===== config.mk =====
export PLATFORM = sky130hd
export DESIGN_NAME = adau_spi_master
export DESIGN_NICKNAME = d
export VERILOG_FILES = /design/src/rtl/adau_spi_master.sv
export SDC_FILE = /design/constraint.sdc
export NUM_CORES = 1
export LEC_CHECK = 0
export BUFFER_PORTS_ARGS = -buffer_cell sky130_fd_sc_hd__buf_2
export CORE_ASPECT_RATIO = 0.6
export CORE_MARGIN = 3
export CORE_UTILIZATION = 35
export CTS_CLUSTER_SIZE = 24
export DETAILED_ROUTE_END_ITERATION = 10
export PLACE_DENSITY = 0.52
export SYNTH_ARGS = -nofsm -noshare
export SYNTH_HDL_FRONTEND = slang
export SYNTH_SLANG_ARGS = --single-unit
export TNS_END_PERCENT = 10

===== constraint.sdc =====
create_clock -name clk -period 7.1 [get_ports clk]
set_clock_uncertainty 0.2 [all_clocks]
set_input_delay 0.71 -clock clk [delete_from_list [all_inputs] [get_ports clk]]
set_output_delay 0.71 -clock clk [all_outputs]
set_load 0.02 [all_outputs]

===== src/rtl/adau_spi_master.sv =====
// adau_spi_master: 32-bit SPI control-port master for ADAU codecs (CLATCH/CCLK/CDATA).
// Define ADAU_SPI_READBACK_EN to capture the last byte shifted in on spi_miso.
module adau_spi_master #(
    parameter int unsigned CLK_DIV = 4,
    parameter int unsigned CS_GAP  = 4
) (
    input  logic        clk,
    input  logic        reset,
    input  logic [31:0] command,
    input  logic        command_valid,
    output logic        spi_ready,
    output logic        spi_cs_n,
    output logic        spi_sclk,
    output logic        spi_mosi,
    input  logic        spi_miso,
    output logic [7:0]  rx_data,
    output logic        rx_valid
);
    localparam int unsigned CMD_W = 32;
    localparam int unsigned BIT_W = 5;
    localparam int unsigned PH_W  = 8;
    localparam int unsigned RX_W  = 8;
    localparam logic [PH_W-1:0]  DIV_LAST  = PH_W'(CLK_DIV - 1);
    localparam logic [PH_W-1:0]  GAP_LAST  = PH_W'(CS_GAP - 1);
    localparam logic [BIT_W-1:0] BIT_FIRST = BIT_W'(CMD_W - 1);

    typedef enum logic [2:0] {
        IDLE,
        SETUP,
        SHIFT,
        HOLD,
        GAP
    } state_t;

    state_t           state;
    logic [CMD_W-1:0] cmd_q;
    logic [BIT_W-1:0] bit_cnt;
    logic [PH_W-1:0]  phase_cnt;
    logic             phase_done;

    assign phase_done = (phase_cnt == DIV_LAST);

`ifdef ADAU_SPI_READBACK_EN
    logic [RX_W-1:0] rx_shift;
`else
    logic unused_miso;

    assign unused_miso = spi_miso;
    assign rx_data     = '0;
    assign rx_valid    = 1'b0;
`endif

    // Frame sequencer; all pins are registered and change only on clk edges
    always_ff @(posedge clk) begin
        if (!reset) begin
            state     <= IDLE;
            cmd_q     <= '0;
            bit_cnt   <= '0;
            phase_cnt <= '0;
            spi_ready <= 1'b1;
            spi_cs_n  <= 1'b1;
            spi_sclk  <= 1'b1;
            spi_mosi  <= 1'b0;
`ifdef ADAU_SPI_READBACK_EN
            rx_shift  <= '0;
            rx_data   <= '0;
            rx_valid  <= 1'b0;
`endif
        end else begin
`ifdef ADAU_SPI_READBACK_EN
            rx_valid <= 1'b0;
`endif
            case (state)
                IDLE: begin
                    if (command_valid) begin
                        state     <= SETUP;
                        cmd_q     <= command;
                        bit_cnt   <= BIT_FIRST;
                        phase_cnt <= '0;
                        spi_ready <= 1'b0;
                        spi_cs_n  <= 1'b0;
                        spi_sclk  <= 1'b1;
                        spi_mosi  <= command[CMD_W-1];
                    end
                end
                SETUP: begin
                    if (phase_done) begin
                        state     <= SHIFT;
                        phase_cnt <= '0;
                        spi_sclk  <= 1'b0;
                    end else begin
                        phase_cnt <= phase_cnt + PH_W'(1);
                    end
                end
                SHIFT: begin
                    if (!phase_done) begin
                        phase_cnt <= phase_cnt + PH_W'(1);
                    end else begin
                        phase_cnt <= '0;
                        if (!spi_sclk) begin
                            spi_sclk <= 1'b1;
`ifdef ADAU_SPI_READBACK_EN
                            rx_shift <= {rx_shift[RX_W-2:0], spi_miso};
`endif
                        end else if (bit_cnt == '0) begin
                            state <= HOLD;
                        end else begin
                            // next bit is presented on the falling edge only
                            bit_cnt  <= bit_cnt - BIT_W'(1);
                            spi_sclk <= 1'b0;
                            spi_mosi <= cmd_q[bit_cnt - BIT_W'(1)];
                        end
                    end
                end
                HOLD: begin
                    if (phase_done) begin
                        state     <= GAP;
                        phase_cnt <= '0;
                        spi_cs_n  <= 1'b1;
`ifdef ADAU_SPI_READBACK_EN
                        rx_data   <= rx_shift;
                        rx_valid  <= 1'b1;
`endif
                    end else begin
                        phase_cnt <= phase_cnt + PH_W'(1);
                    end
                end
                GAP: begin
                    if (phase_cnt == GAP_LAST) begin
                        state     <= IDLE;
                        phase_cnt <= '0;
                        spi_ready <= 1'b1;
                    end else begin
                        phase_cnt <= phase_cnt + PH_W'(1);
                    end
                end
                default: begin
                    state     <= IDLE;
                    phase_cnt <= '0;
                    spi_ready <= 1'b1;
                    spi_cs_n  <= 1'b1;
                    spi_sclk  <= 1'b1;
                end
            endcase
        end
    end

endmodule


==> summary.md <==
| Metric | Value |
|---|---|
| RSZ-0062 raised after global routing | `no` |
| First-pass GRT wire length | `9440 um` |
| Ys async rst share | `0%` |
| Drt first pass iters | `4` |
| Antenna viol nets, final | `0` |
| Largest net degree at the start of global routing | `36` |
| Largest cells by area after synthesis | `dfxtp_1 (41%), nand2_1 (11%), a21oi_1 (7.5%)` |
| CORE AREA | `6850 sq um` |
| Vias in the first global route | `1919` |
| Initial core utilization | `between 30% and 40%` |
| Worst hold path class | `register to register` |
| Commonest non-fill, non-tap cells in the layout | `nand2_1 (77), dfxtp_1 (52), a21oi_1 (38), buf_2 (38), nor2_1 (20)` |
| Post-Place Worst Slack | `4.24 ns` |
| Via Count | `approximately 2100` |
| Nature of the critical path startpoint | `register` |
| Placed instance count | `411` |
| Hold-fix buffers at CTS | `0` |
| Worst EP arrival | `approximately 2.8 ns` |
| Register area share after synthesis | `41.2%` |
| DPL Wire Length | `4000 um` |
| Number of synthesized flops with an enable pin | `0` |
| Max Slew Vio Count | `0` |
| Worst-Margin Slew | `1.12 ns` |
| Setup Fix Bufs, Post-CTS | `0` |
| Leakage | `0.00119 uW` |
| Crit share post-route | `40.5%` |
| Prevailing post-synth register cell | `dfxtp_1` |
| Final setup violation count | `0` |
| Yosys reg bits | `52` |
| Layout cells sized above 1 | `~15%` |
| P_sw | `184 uW` |
| Clock Pin Slew Worst Setup and Hold Paths | `0.07 ns` |
| Max_slew headroom | `between 20 and 25%` |
| Placer Congestion | `0.776` |
| Maximum capacitance violations | `0` |
| Sw frac | `26.1%` |
| Syn. warnings | `0` |
| Critical Path End Type | `register` |
| Clk pwr share | `38.6%` |
| Die height | `roughly 72 um` |
| Post_cts resized | `0` |
| Die Wd | `116 um` |
| Setup CP Type | `register to register` |
| Seq pwr share | `45.6%` |
| Post-Synthesis Cells | `approximately 300` |
| Final worst slack | `4.22 ns` |
| Post-Syn Area | `approximately 2500 sq um` |
| Req. time, crit path | `slightly above 7 ns` |
| Via/cell ratio | `around 5` |
| Htree depth | `2` |
| Num rows | `23` |
| CTS tree | `done` |
| Tot Pwr | `706 uW` |
| Clk sinks | `52` |
| Dpl cell area | `roughly 2700 sq um` |
| Share of the synthesized area in the top cell type | `41.2%` |
| Final nets | `369` |
| Max clock buf depth | `2` |
| Outcome | `finished, final reports clean` |
| Area of the die | `8310 sq um` |
| Layout Cells excl Fill | `roughly 420` |
| GRT overflow | `0` |
| Avg WL per Cell | `between 10 and 15 um` |
| Final instance area | `2910 sq um` |
| Port bufs | `38` |
| Logic gate share of total power | `between 10% and 20%` |
| Int Pwr | `between 500 and 600 uW` |
| Io pins | `49` |
| Post-route minimum period | `2.88 ns` |
| Layout area overhead | `15.0%` |
| Clock root cell | `clkbuf_16` |
| PD cells | `243 nW/um^2` |
| Total negative setup slack | `0 ns` |
| Average size of a mapped cell | `8.37 sq um` |
| Aggregate routed wire length | `5630 um` |
| Remaining DRCs | `0` |
| Maximum clock frequency | `348 MHz` |
| Leading cell type in the layout, fill and taps excluded | `nand2_1` |
| Synth cell types | `45` |
| Initial antenna violation count | `0` |
| Antenna cell count | `0` |
| Cell taking the most area after synthesis | `dfxtp_1` |
| Crit-path max FO | `10` |
| Total CTS buffers | `5` |
| VDD IR max | `0.104 mV` |
| Worst-Skew Late Latency | `0.29 ns` |
| Total GRT Usage | `roughly 14%` |
| Hold Vio Cnt, Final | `0` |
| Initial drt markers | `129` |
[critical path, stage by stage, from the launching register on]
cell and delay, ns:
dfxtp_1 0.42, clkinv_1 0.27, ha_1 0.42, xor2_4 0.37, mux4_1 0.65, mux2i_1 0.14
o32a_1 0.16, a31oi_1 0.10
[sequential cells by signal (all words and copies together) (netlist names)]
name	cells
spi_mosi	1
state	3
spi_sclk	1
cmd_q	32
bit_cnt	5
spi_cs_n	1
spi_ready	1
phase_cnt	8
[synth_stat cells, types with 3 or more instances]
master / instances
dfxtp_1: 52
buf_4: 9
inv_1: 4
a21oi_1: 38
nand2b_1: 3
xor2_1: 6
a311oi_1: 5
o21ai_0: 5
xnor2_1: 4
nor2_1: 20
nand3_1: 3
mux4_1: 6
nand4_1: 4
clkbuf_1: 16
nor3_1: 4
mux2i_1: 9
nand2_1: 77
[through the flow]
step / hold WS [ns] / utilization, %
2_1_floorplan: 0.232 / -
3_3_place_gp: 0.241 / 40.0
3_5_place_dp: 0.246 / 40.0
4_1_cts: 0.255 / 42.4
5_1_grt: 0.268 / 42.4
6_report: 0.253 / 42.4
[path summary, 6_finish.rpt]
path,startpoint,endpoint,slack [ns],depth (start not counted)
max reg2reg,bit_cnt[0],spi_mosi,4.22,7
max,bit_cnt[0],spi_mosi,4.22,7
min,cmd_q[14],cmd_q[14],0.25,2
min reg2reg,cmd_q[14],cmd_q[14],0.25,2
[final cells by class]
cell class | instances | area, sq um
inverters | 5 | 18.8
clock inverters | 3 | 42.5
flip-flops and latches | 52 | 1040
repair buffers | 40 | 205
fillers | 715 | 3940
multi-input cells | 227 | 1370
clock buffers | 5 | 125
well taps | 87 | 109
[power by group through the flow]
stage / Combinational [uW] / Sequential, uW / Clock [uW]
floorplan: 86.3 / 326 / 0
global placement: 111 / 328 / 0
detailed placement: 112 / 328 / 0
CTS: 112 / 322 / 282
global route: 125 / 324 / 294
finish: 112 / 322 / 273
[per-layer routing]
| metal | vias to the layer above | global-route usage (%) | part of all wire (%) |
|---|---|---|---|
| met5 | - | 0 | 0 |
| met4 | 0 | 2.32 | 0 |
| met3 | 0 | 3.54 | 3.8 |
| met2 | 40 | 18.6 | 38 |
| met1 | 968 | 23.1 | 58 |
| li1 | 1090 | - | - |
[cells by family after synthesis]
logic type      after synthesis  share of synthesized area, %
simple gates                128                          22.5
compound gates               62                          14.9
flops                        52                          41.2
buf+inv                      31                          5.99
mux                          15                          9.80
xor+xnor                     11                          4.55
fa+ha+maj                     2                         0.990
other cells                   1                         0.148
Power figures use the tool's default switching activity.
